[src/rtl/mem_arbiter_pkg.sv]
// Shared CPU memory-bus types: word width, RAM handshake state and bus owner.
package mem_arbiter_pkg;

    localparam int WORD_W = 32;

    typedef logic [WORD_W-1:0] word_t;

    typedef enum logic [1:0] {
        FREE   = 2'd0,
        BUSY   = 2'd1,
        ACCESS = 2'd2,
        ERROR  = 2'd3
    } ramstate_t;

    typedef enum logic {
        OWNER_I = 1'b0,
        OWNER_D = 1'b1
    } owner_t;

endpackage

[src/rtl/mem_arbiter.sv]
// Two-port (icache/dcache) arbiter in front of a single RAM port.
// Dcache owns the bus for BURST words per grant; ties alternate by last owner.
module mem_arbiter
    import mem_arbiter_pkg::*;
#(
    parameter int BURST = 2
) (
    input  logic        CLK,
    input  logic        nRST,
    // icache port
    input  logic        iREN,
    input  logic [31:0] iaddr,
    output logic [31:0] iload,
    output logic        iwait,
    // dcache port
    input  logic        dREN,
    input  logic        dWEN,
    input  logic [31:0] daddr,
    input  logic [31:0] dstore,
    output logic [31:0] dload,
    output logic        dwait,
    // RAM port
    output logic        ramREN,
    output logic        ramWEN,
    output logic [31:0] ramaddr,
    output logic [31:0] ramstore,
    input  logic [31:0] ramload,
    input  logic [1:0]  ramstate,
    output logic        bus_err
);

    typedef enum logic [1:0] {
        IDLE = 2'd0,
        DGNT = 2'd1,
        IGNT = 2'd2
    } state_t;

    localparam logic [1:0] LAST_WORD = 2'(BURST - 1);

    state_t    state, state_next;
    logic [1:0] word_cnt, word_cnt_next;
    owner_t    last_owner, last_owner_next;
    ramstate_t rstate;
    logic      dreq;
    logic      access;

    assign rstate = ramstate_t'(ramstate);
    assign dreq   = dREN | dWEN;
    assign access = (rstate == ACCESS);

    always_ff @(posedge CLK or negedge nRST) begin
        if (!nRST) begin
            state      <= IDLE;
            word_cnt   <= 2'd0;
            last_owner <= OWNER_I;
            bus_err    <= 1'b0;
        end else begin
            state      <= state_next;
            word_cnt   <= word_cnt_next;
            last_owner <= last_owner_next;
            if (rstate == ERROR)
                bus_err <= 1'b1;
        end
    end

    // A dropped enable abandons the grant without changing fairness history.
    always_comb begin
        state_next      = state;
        word_cnt_next   = word_cnt;
        last_owner_next = last_owner;
        case (state)
            IDLE: begin
                if (dreq && (!iREN || last_owner == OWNER_I))
                    state_next = DGNT;
                else if (iREN)
                    state_next = IGNT;
            end
            DGNT: begin
                if (!dreq) begin
                    state_next    = IDLE;
                    word_cnt_next = 2'd0;
                end else if (access) begin
                    if (word_cnt == LAST_WORD) begin
                        state_next      = IDLE;
                        word_cnt_next   = 2'd0;
                        last_owner_next = OWNER_D;
                    end else begin
                        word_cnt_next = word_cnt + 2'd1;
                    end
                end
            end
            IGNT: begin
                if (!iREN) begin
                    state_next    = IDLE;
                    word_cnt_next = 2'd0;
                end else if (access) begin
                    state_next      = IDLE;
                    word_cnt_next   = 2'd0;
                    last_owner_next = OWNER_I;
                end
            end
            default: begin
                state_next    = IDLE;
                word_cnt_next = 2'd0;
            end
        endcase
    end

    // Write wins when the dcache raises both enables together.
    always_comb begin
        ramREN   = 1'b0;
        ramWEN   = 1'b0;
        ramaddr  = 32'd0;
        ramstore = 32'd0;
        iload    = 32'd0;
        dload    = 32'd0;
        iwait    = 1'b1;
        dwait    = 1'b1;
        case (state)
            DGNT: begin
                ramaddr  = daddr;
                ramstore = dstore;
                ramWEN   = dWEN;
                ramREN   = dREN & ~dWEN;
                dload    = ramload;
                dwait    = ~access;
            end
            IGNT: begin
                ramaddr = iaddr;
                ramREN  = iREN;
                iload   = ramload;
                iwait   = ~access;
            end
            default: begin
            end
        endcase
    end

endmodule

[config.mk]
export PLATFORM = sky130hd
export DESIGN_NAME = mem_arbiter
export DESIGN_NICKNAME = d
export VERILOG_FILES = /design/src/rtl/mem_arbiter_pkg.sv /design/src/rtl/mem_arbiter.sv
export SDC_FILE = /design/constraint.sdc
export NUM_CORES = 1
export LEC_CHECK = 0
export CORE_AREA = 2 2 105 107
export DETAILED_ROUTE_END_ITERATION = 10
export DIE_AREA = 0 0 107 109
export SYNTH_ARGS = -nofsm -noshare
export SYNTH_HDL_FRONTEND = slang
export SYNTH_SLANG_ARGS = --single-unit
[constraint.sdc]
create_clock -name CLK -period 5.1 [get_ports CLK]
set_clock_uncertainty 0.15 [all_clocks]
set_input_delay 1.02 -clock CLK [delete_from_list [all_inputs] [get_ports CLK]]
set_output_delay 1.02 -clock CLK [all_outputs]
set_load 0.05 [all_outputs]
==> impl_metrics.toml <==
[drt]
first_pass_iters = 4
postRouteAntennaNets = 0
vias_per_cell = 4.06
drt_wl_total_um = 8520
first_iter_violations = 93
drc = 0
dr_total_vias = 2511
wl_per_cell_um = 13.8

[final_layout]
nFillCells = 1060
num_antenna_cells = 0
area_growth_pct = 180
finalNetCount = 618
final_core_util_pct = 41.3
drive_gt1_share_pct = 3.14
fin_area_um2 = 4380

[clocking]
cts_sinks = 6
clockBufferDepth = 2
cts_resized = 0
hold_buffers = 0
cts-htree-levels = 1
cts_buffers = 3
cts_tree = "built"
cts_root_buf = "clkbuf_8"
postCtsSetupRepairBufs = 0
clk_pin_slew_ps = 40
clk_latency_ps = 220

[yosys]
syn-cell-area_um2 = 1560
synthTopCellsByCount = "and2_1, nor2b_1, a22oi_1, clkbuf_1, dfrtp_1"
synth-seq-area-share_pct = 9.60
synth_top_area_cell = "and2_1"
synthCells = 227
synth_most_common_cell = "and2_1"
synth_area_leaders = "and2_1, a22oi_1, nor2b_1"
synth_edf_count = 0
syn_avg_cell_area_um2 = 6.89
synth_top_area_share_pct = 39.2
yosysWarnings = 0
async_flop_share_pct = 100
ys_types = 26
synth-seq-cells = 6
syn-num-nets = 365
synth_ff_type = "dfrtp_1"

[critical_path]
cp.arrival_ps = 2830
reg2reg_depth = 6
crit_path_max_incr_delay_ps = 860
crit_type = "reg2out"
rr_startpoint = "state[0]$_DFFE_PN0P_"
r2r_slack_ps = 2700
slowest_stage = "ha_2"
path_buf_inv = 2
crit_required_ps = 3930
r2r_end = "state[1]$_DFFE_PN0P_"
critPathLaunchType = "flip-flop"
critPathMaxFanout = 51
critPathTopFamily = "buffers and inverters"
path_cells = "inv_1 > ha_2 > a22oi_1 > nor2b_1 > clkdlybuf4s50_1"
critPathCaptureType = "primary output"

[placed_design]
routabilityCongestion = 0.777
dp.final_hpwl_um = 6910
numPortBuffers = 267
placed_cell_area_um2 = 4340

[timing]
hold_violations = 0
slew-limit-headroom_pct = 33.5
tightest_slew_ps = 998
drv_slew = 0
tns_ps = 0
rsz0062_at_grt = "false"
setup_violations = 0
hold_ws_ps = 325
fin_crit_sh_pct = 78.5
fin_crit_ps = 4000
max_freq_mhz = 250

[job]
max-cap-violations = 0

[power]
power_frac_comb_pct = 94.0
p_per_area_nw_per_um2 = 558
swShare_pct = 62.0
vdd.ir_drop.worst_mv = 0.284
clock_power_share_pct = 3.0
leakagePower_nw = 1.59
power.switching_mw = 1.52
power.internal_uw = 931
pwr-share-seq_pct = 3.1

[floorplanning]
coreArea_um2 = 10600
io_pins = 268
die_h_um = 109
start_util_pct = 14.8
rows = 38
die_w_um = 107
dieArea_um2 = 11700

[worst_hold_path]
hold-path-endpoint = "bus_err$_DFFE_PN0N_"
min-delay-start = "bus_err$_DFFE_PN0N_"
hold_depth = 1
worstHoldPathType = "reg2reg"

[global_route]
gr-total-overflow = 0
track_usage_pct = 13.3
grt_max_degree = 53
antenna_found_initial = 0
grt_pass1_vias = 2490
grt_pass1_wl_um = 12700

[outcome]
status = "completed"
[cells by family (layout without fill, tap and decap cells)]
family	Yosys count	in the layout	synth area share (%)
buf+inv	27	278	7.60
mux	2	2	1.28
compound gates	45	45	22.5
simple gates	144	144	56.6
fa+ha+maj	3	3	2.40
flops	6	6	9.60
[stage by stage]
stage / setup slack (ps) / total power, mW / cells
floorplan: 2080 / 1.63 / 227
global placement: 1230 / 2.39 / 615
detailed placement: 1230 / 2.39 / 615
CTS: 1100 / 2.47 / 618
global route: 924 / 2.58 / 618
finish: 1100 / 2.45 / 618
[cell usage in the layout (no fill, tap or decap), drive strengths merged]
cell type,n
ha,3
o21ai,5
nand3,1
nand2,5
mux2i,2
nand2b,1
a311oi,1
dfrtp,6
inv,4
a21oi,2
nor2,3
a22oi,32
clkbuf,3
a21o,2
a31oi,1
buf,4
nand4,1
clkdlybuf4s50,267
and2,98
nor2b,34
nor3,1
o31a,1
o32a,1
[power by group through the flow]
stage / logic, mW / clock network (mW) / registers (mW)
3_3_place_gp: 2.31 / 0 / 0.0745
5_1_grt: 2.42 / 0.0764 / 0.0774
6_report: 2.30 / 0.0724 / 0.0755
3_5_place_dp: 2.32 / 0 / 0.0757
4_1_cts: 2.33 / 0.0735 / 0.0752
2_1_floorplan: 1.55 / 0 / 0.0725
[sequential cells by signal (all words and copies together), names as in the netlist]
name	cells
bus_err	1
last_owner	1
state	2
word_cnt	2
[worst max path at each step]
stage | cells past startpoint | slack (ps) | startpoint | endpoint
5_1_grt | 5 | 920 | state[0]$_DFFE_PN0P_ | ramaddr[0]
3_5_place_dp | 5 | 1230 | iREN | ramREN
6_report | 5 | 1100 | state[0]$_DFFE_PN0P_ | ramaddr[0]
3_3_place_gp | 5 | 1230 | dREN | ramREN
2_1_floorplan | 6 | 2080 | state[0]$_DFFE_PN0P_ | ramaddr[0]
4_1_cts | 5 | 1100 | state[0]$_DFFE_PN0P_ | ramaddr[0]
[layer usage]
metal  vias to the layer above  wire length (um)  global-route usage (%)
li1                       1250                 -                       -
met1                      1124              3370                    15.2
met2                       131              4310                    25.2
met3                         6               753                    3.17
met4                         0                87                    2.60
met5                         -                 0                       0
[worst reg2reg max path, cell delays in order (launching register included)]
cell      delay (ps)
dfrtp_1          370
inv_1            100
ha_2             860
nand2_1          160
nor2_1           320
a311oi_2          90
o32a_2           220
[area by class of cell]
class | count | area (um^2) | share of cell area [%]
Timing Repair Buffer | 271 | 2700 | 61.6
Multi-Input combinational cell | 194 | 1300 | 29.7
Tap cell | 140 | 175 | 4.00
Sequential cell | 6 | 150 | 3.42
Clock buffer | 3 | 41.3 | 0.942
Inverter | 4 | 15.0 | 0.342
Power figures use the tool's default switching activity.
